**src/rtl/rr_mux4_arbiter.sv**
```systemverilog
// Four-way round-robin arbiter with a registered output stage.
// It picks one valid requester per cycle and steers that requester's data
// through a 4:1 select into the output register. The result appears one cycle
// later, and the output can move one word per cycle.
module rr_mux4_arbiter #(
  parameter int W = 4
) (
  input  logic           clk,
  input  logic           rst_n,
  input  logic [3:0]     in_valid,
  input  logic [4*W-1:0] in_data,
  output logic [3:0]     in_ready,
  output logic           out_valid,
  output logic [W-1:0]   out_data,
  output logic [1:0]     out_src,
  input  logic           out_ready
);

  logic [1:0]   ptr;
  logic         load_en;
  logic         win_found;
  logic [1:0]   win_idx;
  logic [W-1:0] sel_data;

  assign load_en = !out_valid || out_ready;

  // Find the first valid requester, scanning upward from ptr and wrapping at 3.
  always_comb begin
    logic [1:0] cand;
    win_found = 1'b0;
    win_idx   = '0;
    cand      = '0;
    for (int unsigned k = 0; k < 4; k++) begin
      cand = ptr + 2'(k);
      if (!win_found && in_valid[cand]) begin
        win_found = 1'b1;
        win_idx   = cand;
      end
    end
  end

  // 4:1 data select, using the same index encoding as out_src.
  always_comb begin
    sel_data = '0;
    case (win_idx)
      2'd0: sel_data = in_data[0*W +: W];
      2'd1: sel_data = in_data[1*W +: W];
      2'd2: sel_data = in_data[2*W +: W];
      2'd3: sel_data = in_data[3*W +: W];
      default: sel_data = '0;
    endcase
  end

  // One-hot grant to the winner. It is held low during reset and while the output stalls.
  always_comb begin
    in_ready = '0;
    if (rst_n && load_en && win_found) begin
      in_ready[win_idx] = 1'b1;
    end
  end

  // Output register and priority pointer. Both update only when the output can load.
  always_ff @(posedge clk) begin
    if (!rst_n) begin
      out_valid <= 1'b0;
      out_data  <= '0;
      out_src   <= '0;
      ptr       <= '0;
    end else if (load_en) begin
      if (win_found) begin
        out_valid <= 1'b1;
        out_data  <= sel_data;
        out_src   <= win_idx;
        ptr       <= win_idx + 2'd1;
      end else begin
        out_valid <= 1'b0;
      end
    end
  end

endmodule

```
**config.mk**
```make
export PLATFORM = sky130hd
export DESIGN_NAME = rr_mux4_arbiter
export DESIGN_NICKNAME = d
export VERILOG_FILES = /design/src/rtl/rr_mux4_arbiter.sv
export SDC_FILE = /design/constraint.sdc
export NUM_CORES = 1
export LEC_CHECK = 0
export BUFFER_PORTS_ARGS = -buffer_cell sky130_fd_sc_hd__buf_2
export CAP_MARGIN = 15
export CELL_PAD_IN_SITES_DETAIL_PLACEMENT = 1
export CELL_PAD_IN_SITES_GLOBAL_PLACEMENT = 1
export CORE_MARGIN = 8
export CORE_UTILIZATION = 30
export CTS_BUF_LIST = sky130_fd_sc_hd__clkbuf_8
export DETAILED_ROUTE_END_ITERATION = 12
export HOLD_SLACK_MARGIN = 0.05
export PLACE_DENSITY_LB_ADDON = 0.08
export SETUP_SLACK_MARGIN = 0.2
export SLEW_MARGIN = 20
export SYNTH_ARGS = -nofsm -noshare
export SYNTH_HDL_FRONTEND = slang
export SYNTH_SLANG_ARGS = --single-unit
```
**constraint.sdc**
```tcl
create_clock -name clk -period 2.5 [get_ports clk]
set_clock_uncertainty 0.1 [all_clocks]
set_input_delay 0.125 -clock clk [delete_from_list [all_inputs] [get_ports clk]]
set_output_delay 0.125 -clock clk [all_outputs]
set_load 0.03 [all_outputs]
```
==> results.md, run 1 <==
- Outcome: finished clean
- F_max: 0.4676 GHz
- Fill cell count: 260
- Root buffer cell: clkbuf_8
- # rows: 16
- TritonCTS clock tree: yes
- Syn Inst Count: 76
- Number of H-tree levels: 1
- Gr ovfl total: 0
- Post-synth top area share: 29.81%
- Worst path depth: 7
- DRT Pass-1 Iters: 4
- Critical Path Max Stage Delay: 0.41 ns
- CP startpoint: ptr[1]
- Number of diodes: 0
- Die ar.: 0.003706 mm²
- Overall routed net length: 1886 µm
- RD Place Congestion: 0.8345
- Slew HR: 65.50%
- Area contributors post-synth: dfxtp_1, ha_1, nand2_1, a21oi_1, o22ai_1
- CTS Buf Count: 3
- Post-synthesis register bit count: 9
- Post-Syn Area: 604.3 µm²
- Final Setup Violations: 0
- Hold Crit Class: in -> reg
- Detailed placer's ending HPWL: 1609 µm
- Crit. End Element: output pin
- Post-CTS setup buffers: 0
- Yosys warning count: 0
- Top delay family on crit path: simple AND/OR/NAND/NOR gates
- Peak supply drop: 342.0 µV
- Power Dens Cells: 719.4 mW/mm²
- Number of global-route vias before repair: 648
- Hold bufs inserted after CTS: 0
- Crit path max-delay cell type: dfxtp_1
- Initial antenna violation count: 0
- DRT antenna net count: 0
- Netlist cell types: 26
- Post-cts sizing count: 1
- I/O Buffers: 33
- RSZ-0062 raised after global routing: no
- Minimum clock period: 2.139 ns
- CP arrival: 1.91 ns
- IO Pins: 34
- Crit-path cells: mux2i_1 -> nor2_1 -> nor4_2 -> inv_1 -> ha_1 -> and3_1 -> buf_2
- Worst-Margin Slew: 0.5175 ns
- Total power: 0.5986 mW
- Clk sinks: 9
- Commonest non-fill, non-tap cell in the layout: buf_2
- Setup crit start kind: register
- Global-route wire length before repair: 2925 µm
- DIE WIDTH: 60.88 µm
- Via count: 672
- CP Data Required Time: 2.28 ns
- Most frequent cells in the layout: buf_2, nand2_1, dfxtp_1
- Setup slack, reg-to-reg: 0.47 ns
- Worst hold slack: 0.08961 ns
- Layout area overhead: 37.68%
- Initial core utilization: 31.45%
- Final-report max-slew violation count: 0
- Leading area contributor after synthesis: dfxtp_1
- Setup TNS: 0 ns
- Largest buffer count on any clock path: 2
- Max cap viols: 0
- Share of cells above drive strength 1: 35.14%
- Initial DRC count: 10
- DR vias/cell: 4.870
- Worst r2r path cells: 9
- Synth Net Count: 104
- Reg clk slew, reported paths: 0.04 ns
- Chip Height: 60.88 µm
- Mean post-synth cell area: 7.952 µm²
- Worst-Skew Late Latency: 0.23 ns
- Nets: 140
- Worst-path fanout max: 6
- Number of remaining DRC errors: 0
- Post-synthesis sequential area ratio: 29.81%
- Core ar.: 0.001922 mm²
- Period utilisation layout: 85.55%
- Total track usage: 10.61%
- Crit path kind: reg -> out
- Final hold vios: 0
- Leakage Power: 0.4188 nW
- Capturing point of the worst reg2reg path: out_data[2]
- Largest net degree at the start of global routing: 16
- Reg-to-Reg Start: ptr[1]
- Bufs and invs on worst path: 2
- DR WL/cell: 13.67 µm
- Worst setup endpoint: in_ready[2]
==> per-stage QoR <==
| stage | utilization [%] | worst slack (ns) | area (µm²) | cells |
|---|---|---|---|---|
| 6_report | 43.29 | 0.3612 | 832.0 | 138 |
| 5_1_grt | 43.29 | 0.2144 | 832.0 | 138 |
| 4_1_cts | 43.29 | 0.3358 | 832.0 | 138 |
| 3_5_place_dp | 40.63 | 0.2691 | 780.7 | 134 |
| 3_3_place_gp | 40.63 | 0.3503 | 780.7 | 134 |
| 2_1_floorplan | - | 0.5866 | 604.3 | 76 |
==> power breakdown <==
part           internal [mW]  switching [mW]
Combinational         0.0961           0.156
Clock                  0.107          0.0555
Sequential             0.168          0.0158
Total                  0.371           0.227
==> flip-flops by register name, indices dropped and copies added, names as in the netlist <==
register   cells
out_valid      1
ptr            2
out_data       4
out_src        2
==> kinds of logic after synthesis <==
| group | count (synthesis) | synth area share (%) |
|---|---|---|
| buf+inv | 7 | 7.451 |
| simple gates | 27 | 23.19 |
| fa+ha+maj | 5 | 10.35 |
| compound gates | 26 | 25.88 |
| flops | 9 | 29.81 |
| mux | 2 | 3.313 |
==> worst min-delay path, cell delays in order <==
cell      delay [ns]
buf_2           0.07
nand2b_1        0.10
a21boi_0        0.08
==> synth_stat cells <==
cell type	count
inv_1	4
nor4_1	2
nor2_1	1
o21a_1	1
and3_1	3
nand3b_1	1
mux2i_1	2
ha_1	5
a22oi_1	4
o32ai_1	1
buf_8	1
o21ai_0	5
nand2b_1	2
buf_6	1
dfxtp_1	9
a21boi_0	1
or4_1	1
clkbuf_1	1
nor2b_1	1
nor3_1	1
and2_1	1
nand2_1	12
nor3b_1	1
o22ai_1	6
and3_2	1
a21oi_1	8
==> worst min-delay path by stage <==
stage | startpoint | to | slack (ns) | cells past startpoint
after global placement | out_ready | out_valid | 0.32 | 3
after CTS | out_ready | out_valid | 0.09 | 3
final | out_ready | out_valid | 0.09 | 3
after detailed placement | out_ready | out_valid | 0.34 | 3
after global routing | out_ready | out_valid | 0.1 | 3
after floorplan | rst_n | out_src[0] | 0.20 | 2
==> per-layer routing <==
metal	vias to the layer above	share of wire, %	global-route usage, %
met2	23	40	14.93
met3	5	10	5.085
met4	0	1.7	5.980
met5	-	0	0
met1	297	48	12.77
li1	347	-	-
==> layout make-up <==
cell class | instances | area [µm²] | share of cell area, %
Multi-Input combinational cell | 60 | 385.4 | 46.32
Sequential cell | 9 | 180.2 | 21.65
Timing Repair Buffer | 34 | 172.7 | 20.75
Clock buffer | 3 | 41.29 | 4.962
Tap cell | 27 | 33.78 | 4.060
Inverter | 4 | 15.01 | 1.805
Clock inverter | 1 | 3.754 | 0.4511
(Power assumes the default switching activity.)
==> run 2, diff against run 1 <==
--- a/config.mk
+++ b/config.mk
@@ -14,7 +14,7 @@
 export CTS_BUF_LIST = sky130_fd_sc_hd__clkbuf_8
 export DETAILED_ROUTE_END_ITERATION = 12
 export HOLD_SLACK_MARGIN = 0.05
-export PLACE_DENSITY_LB_ADDON = 0.08
+export PLACE_DENSITY_LB_ADDON = 0.1
 export SETUP_SLACK_MARGIN = 0.2
 export SLEW_MARGIN = 20
 export SYNTH_ARGS = -nofsm -noshare
==> run 2 against run 1 <==
Wire length rose by 4.7%. Flip-flop and latch count stayed put. Final area stayed put. Hold slack better by 0.011 ns. Sequential share of layout area unchanged. Critical path type unchanged. Critical endpoint unchanged. Largest cell class unchanged.
==> results.md, run 2 (synthesis results as in run 1) <==
- Worst-Margin Slew: 0.5832 ns (+0.06577 ns)
- IO Pins: 34 (unchanged)
- I/O Buffers: 33 (unchanged)
- Final hold vios: 0 (unchanged)
- Final-report max-slew violation count: 0 (unchanged)
- GRT met2 Usage: 14.63% (-0.30 points)
- Initial core utilization: 31.45% (unchanged)
- Hold bufs inserted after CTS: 0 (unchanged)
- Number of remaining DRC errors: 0 (unchanged)
- Slew HR: 60.76% (-4.7 points)
- Most frequent cells in the layout: buf_2, nand2_1, dfxtp_1
- CP Data Required Time: 2.28 ns (about the same)
- Nets: 140 (unchanged)
- Finished Layout Cells: 138 (unchanged)
- Die ar.: 0.003706 mm² (unchanged)
- Gr ovfl total: 0 (unchanged)
- Number of diodes: 0 (unchanged)
- Period utilisation layout: 86.55% (+1.0 points)
- Number of H-tree levels: 1 (unchanged)
- Area occupied by multi-input gates: 385.4 µm² (unchanged)
- Clk sinks: 9 (unchanged)
- Global-route wire length before repair: 2987 µm (+2.1%)
- Hold Crit Class: in -> reg
- TritonCTS clock tree: yes
- Overall routed net length: 1975 µm (+4.7%)
- DR WL/cell: 14.31 µm (+4.7%)
- Chip Height: 60.88 µm (unchanged)
- Detailed placer's ending HPWL: 1588 µm (-1.3%)
- Worst-path fanout max: 6 (unchanged)
- Peak supply drop: 370.2 µV (+8.3%)
- Met3 track demand over resource: 3.178% (-1.9 points)
- RD Place Congestion: 0.8051 (-3.5%)
- CP arrival: 1.94 ns (+0.03 ns)
- DRT antenna net count: 0 (unchanged)
- Minimum clock period: 2.164 ns (+0.02506 ns)
- F_max: 0.4621 GHz (-1.2%)
- Reg clk slew, reported paths: 0.04 ns (about the same)
- Layout area overhead: 37.68% (unchanged)
- CTS Buf Count: 3 (unchanged)
- Largest buffer count on any clock path: 2 (unchanged)
- Commonest non-fill, non-tap cell in the layout: buf_2
- Setup crit start kind: register
- Largest registers: out_data x4, out_src x2, ptr x2
- Initial DRC count: 13 (+3)
- Leakage Power: 0.4188 nW (unchanged)
- Worst-Skew Late Latency: 0.23 ns (about the same)
- Root buffer cell: clkbuf_8
- Crit. End Element: output pin
- Register area: 180.2 µm² (unchanged)
- Max cap viols: 0 (unchanged)
- Largest net degree at the start of global routing: 16 (unchanged)
- DRT Pass-1 Iters: 4 (unchanged)
- Post-CTS setup buffers: 0 (unchanged)
- Top reg by flops: out_data
- Total power: 0.6025 mW (+0.66%)
- Number of global-route vias before repair: 636 (-1.9%)
- Total track usage: 11.03% (+0.42 points)
- # rows: 16 (unchanged)
- Max reg flops: 4 (unchanged)
- Most Used Layer, Global Route: met2
- RSZ-0062 raised after global routing: yes
- GR Util met1: 13.83% (+1.1 points)
- Setup TNS: 0 ns (unchanged)
- DIE WIDTH: 60.88 µm (unchanged)
- Via count: 664 (-1.2%)
- Initial antenna violation count: 0 (unchanged)
- Power Dens Cells: 724.1 mW/mm² (+0.66%)
- Fill cell count: 267 (+2.7%)
- Final Setup Violations: 0 (unchanged)
- Core ar.: 0.001922 mm² (unchanged)
- DR vias/cell: 4.812 (-1.2%)
- Outcome: finished clean
- Share of cells above drive strength 1: 35.14% (unchanged)
- Post-Place Cells: 134 (unchanged)
- Crit path kind: reg -> out
run 2: worst max-delay path: stages (launching register included):
cell     delay, ns
dfxtp_1       0.42
mux2i_1       0.21
nor2_1        0.10
nor4_2        0.25
inv_1         0.14
ha_1          0.26
and3_1        0.16
buf_2         0.17
run 2: final timing paths:
path,startpoint,endpoint,slack [ns],depth (start not counted)
worst max-delay path,ptr[1],in_ready[2],0.34,7
worst min-delay path,out_ready,out_valid,0.10,3
worst max register to register,ptr[1],out_data[2],0.44,9
worst min register to register,out_data[1],out_data[1],0.38,2
run 2: metal layers:
| layer | part of all wire [%] | up-vias | routed length [µm] |
|---|---|---|---|
| met5 | 0 | - | 0 |
| met4 | 3.1 | 0 | 61 |
| met3 | 8.2 | 5 | 162 |
| met2 | 41 | 23 | 814 |
| met1 | 47 | 291 | 936 |
| li1 | - | 345 | - |
run 2: power breakdown:
group / total [mW] / internal, mW / switching [mW]
Sequential: 0.185 / 0.168 / 0.0169
Combinational: 0.253 / 0.0959 / 0.158
Clock: 0.164 / 0.107 / 0.0570
run 2: layout make-up:
| class | count | share of cell area, % |
|---|---|---|
| Tap cell | 27 | 4.060 |
| Clock inverter | 1 | 0.4511 |
| Multi-Input combinational cell | 60 | 46.32 |
| Sequential cell | 9 | 21.65 |
| Clock buffer | 3 | 4.962 |
| Timing Repair Buffer | 34 | 20.75 |
| Inverter | 4 | 1.805 |
run 2: through the flow:
step           area [µm²]  setup slack (ns)  util (%)  hold WS (ns)
3_3_place_gp        780.7            0.3792     40.63        0.3201
4_1_cts             832.0            0.3240     43.29       0.09645
2_1_floorplan       604.3            0.5866         -        0.2015
5_1_grt             832.0            0.1985     43.29        0.1128
3_5_place_dp        780.7            0.2842     40.63        0.3420
6_report            832.0            0.3362     43.29        0.1007
run 2: timing repair:
| action | in CTS | in global routing |
|---|---|---|
| endpoints found under the setup margin | 1 | 1 |
| gates resized for setup | 1 | 0 |
| hold endpoints to repair | 0 | 0 |
==> run 3, diff against run 2 <==
--- a/config.mk
+++ b/config.mk
@@ -9,9 +9,11 @@
 export CAP_MARGIN = 15
 export CELL_PAD_IN_SITES_DETAIL_PLACEMENT = 1
 export CELL_PAD_IN_SITES_GLOBAL_PLACEMENT = 1
+export CORE_ASPECT_RATIO = 1.25
 export CORE_MARGIN = 8
 export CORE_UTILIZATION = 30
 export CTS_BUF_LIST = sky130_fd_sc_hd__clkbuf_8
+export CTS_CLUSTER_SIZE = 24
 export DETAILED_ROUTE_END_ITERATION = 12
 export HOLD_SLACK_MARGIN = 0.05
 export PLACE_DENSITY_LB_ADDON = 0.1
==> run 3 against run 2 <==
Critical path depth fell by 1. Critical path type unchanged. Largest power group unchanged. Clock power hardly changed. Flip-flop and latch count did not move.
==> results.md, run 3 (synthesis results as in run 1) <==
- Commonest non-fill, non-tap cell in the layout: buf_2
- Initial core utilization: 31.20% (-0.24 points)
- Clk sinks: 9 (unchanged)
- Fill cell count: 258 (-3.4%)
- Total power: 0.5990 mW (-0.58%)
- Setup TNS: 0 ns (unchanged)
- DRT Pass-1 Iters: 4 (unchanged)
- Nets: 140 (unchanged)
- IO Pins: 34 (unchanged)
- Period utilisation layout: 84.91% (-1.6 points)
- Number of global-route vias before repair: 687 (+8.0%)
- I/O Buffers: 33 (unchanged)
- Leakage Power: 0.4188 nW (unchanged)
- Layout area overhead: 36.23%
- Largest buffer count on any clock path: 2 (unchanged)
- Number of remaining DRC errors: 0 (unchanged)
- Final Setup Violations: 0 (unchanged)
- Worst-Skew Late Latency: 0.23 ns (about the same)
- Die ar.: 0.003716 mm² (+0.25%)
- Largest net degree at the start of global routing: 16 (unchanged)
- DR WL/cell: 14.92 µm (+4.2%)
- Share of cells above drive strength 1: 35.14% (unchanged)
- Chip Height: 66.18 µm (+8.7%)
- DIE WIDTH: 56.15 µm (-7.8%)
- Max reg flops: 4 (unchanged)
- Hold Crit Class: in -> reg
- Initial antenna violation count: 0 (unchanged)
- F_max: 0.4711 GHz (+1.9%)
- Number of H-tree levels: 1 (unchanged)
- Reg clk slew, reported paths: 0.05 ns (about the same)
- DRT antenna net count: 0 (unchanged)
- CTS Buf Count: 3 (unchanged)
- Initial DRC count: 4 (-9)
- Outcome: finished clean
- Power Dens Cells: 727.6 mW/mm² (+0.48%)
- Total track usage: 10.62% (-0.41 points)
- CP Data Required Time: 2.28 ns (about the same)
- CP arrival: 1.90 ns (-0.04 ns)
- Overall routed net length: 1954 µm (-1.1%)
- Crit path kind: reg -> out
- Crit. End Element: output pin
- Top reg by flops: out_data
- Peak supply drop: 469.5 µV (+27%)
- Global-route wire length before repair: 3256 µm (+9.0%)
- Root buffer cell: clkbuf_8
- Core Util, Final: 42.51% (-0.79 points)
- Largest registers: out_data x4, out_src x2, ptr x2
- Final hold vios: 0 (unchanged)
- Via count: 683 (+2.9%)
- RD Place Congestion: 0.7419 (-7.8%)
- Max cap viols: 0 (unchanged)
- RSZ-0062 raised after global routing: no
- Number of diodes: 0 (unchanged)
- Most frequent cells in the layout: buf_2, nand2_1, dfxtp_1
- Worst-Margin Slew: 0.4919 ns (-0.09137 ns)
- Slew HR: 66.91% (+6.1 points)
- Hold bufs inserted after CTS: 0 (unchanged)
- Gr ovfl total: 0 (unchanged)
- Detailed placer's ending HPWL: 1600 µm (+0.74%)
- Worst-path fanout max: 6 (unchanged)
- DR vias/cell: 5.214 (+8.4%)
- TritonCTS clock tree: yes
- # rows: 18 (+2)
- Minimum clock period: 2.123 ns (-0.04117 ns)
- Core ar.: 0.001937 mm² (+0.78%)
- Final-report max-slew violation count: 0 (unchanged)
- Setup crit start kind: register
## run 3: what timing repair did
| action | 4_1_cts | 5_1_grt |
|---|---|---|
| gates resized for setup | 1 | 0 |
| setup buffers | 0 | 0 |
| endpoints found under the hold margin | 0 | 0 |
| setup endpoints to repair | 3 | 0 |
## run 3: path summary, 6_finish.rpt
kind,to,slack (ns),from,cells after the start
hold / removal,out_valid,0.09,out_ready,3
setup / recovery,in_ready[3],0.38,ptr[1],6
setup reg to reg,out_data[2],0.48,ptr[1],9
hold reg to reg,out_data[0],0.36,out_data[0],2
## run 3: layout make-up
type                            count  area [µm²]  share of cell area (%)
Multi-Input combinational cell     60       385.4                   46.81
Sequential cell                     9       180.2                   21.88
Timing Repair Buffer               34       172.7                   20.97
Clock buffer                        3       41.29                   5.015
Tap cell                           20       25.02                   3.040
Inverter                            4       15.01                   1.824
Clock inverter                      1       3.754                  0.4559
## run 3: per-stage QoR
step / hold slack, ns / std cells / setup slack, ns / area, µm²
2_1_floorplan: 0.2015 / 76 / 0.5866 / 604.3
3_3_place_gp: 0.3235 / 127 / 0.3489 / 772.0
3_5_place_dp: 0.3397 / 127 / 0.2584 / 772.0
4_1_cts: 0.09336 / 131 / 0.3299 / 823.3
5_1_grt: 0.1193 / 131 / 0.2020 / 823.3
6_report: 0.09324 / 131 / 0.3774 / 823.3
## run 3: where the power goes
part,switching (mW),internal (mW)
Sequential,0.0164,0.168
Combinational,0.155,0.0957
Clock,0.0569,0.107
Total,0.228,0.371
## run 3: worst max-delay path: stages, from the launching register on
cell	delay, ns
dfxtp_1	0.42
mux2i_1	0.20
nor2_1	0.09
nor4_2	0.24
ha_1	0.31
and3_2	0.21
buf_2	0.19
## run 3: per-layer routing
| metal | global-route usage [%] | part of all wire, % | routed length (µm) | vias to the layer above |
|---|---|---|---|---|
| met2 | 18.75 | 51 | 1006 | 21 |
| met3 | 4.615 | 6.8 | 132 | 2 |
| met4 | 2.711 | 0.41 | 8 | 0 |
| met5 | 0 | 0 | 0 | - |
| met1 | 11.32 | 41 | 808 | 314 |
| li1 | - | - | - | 346 |
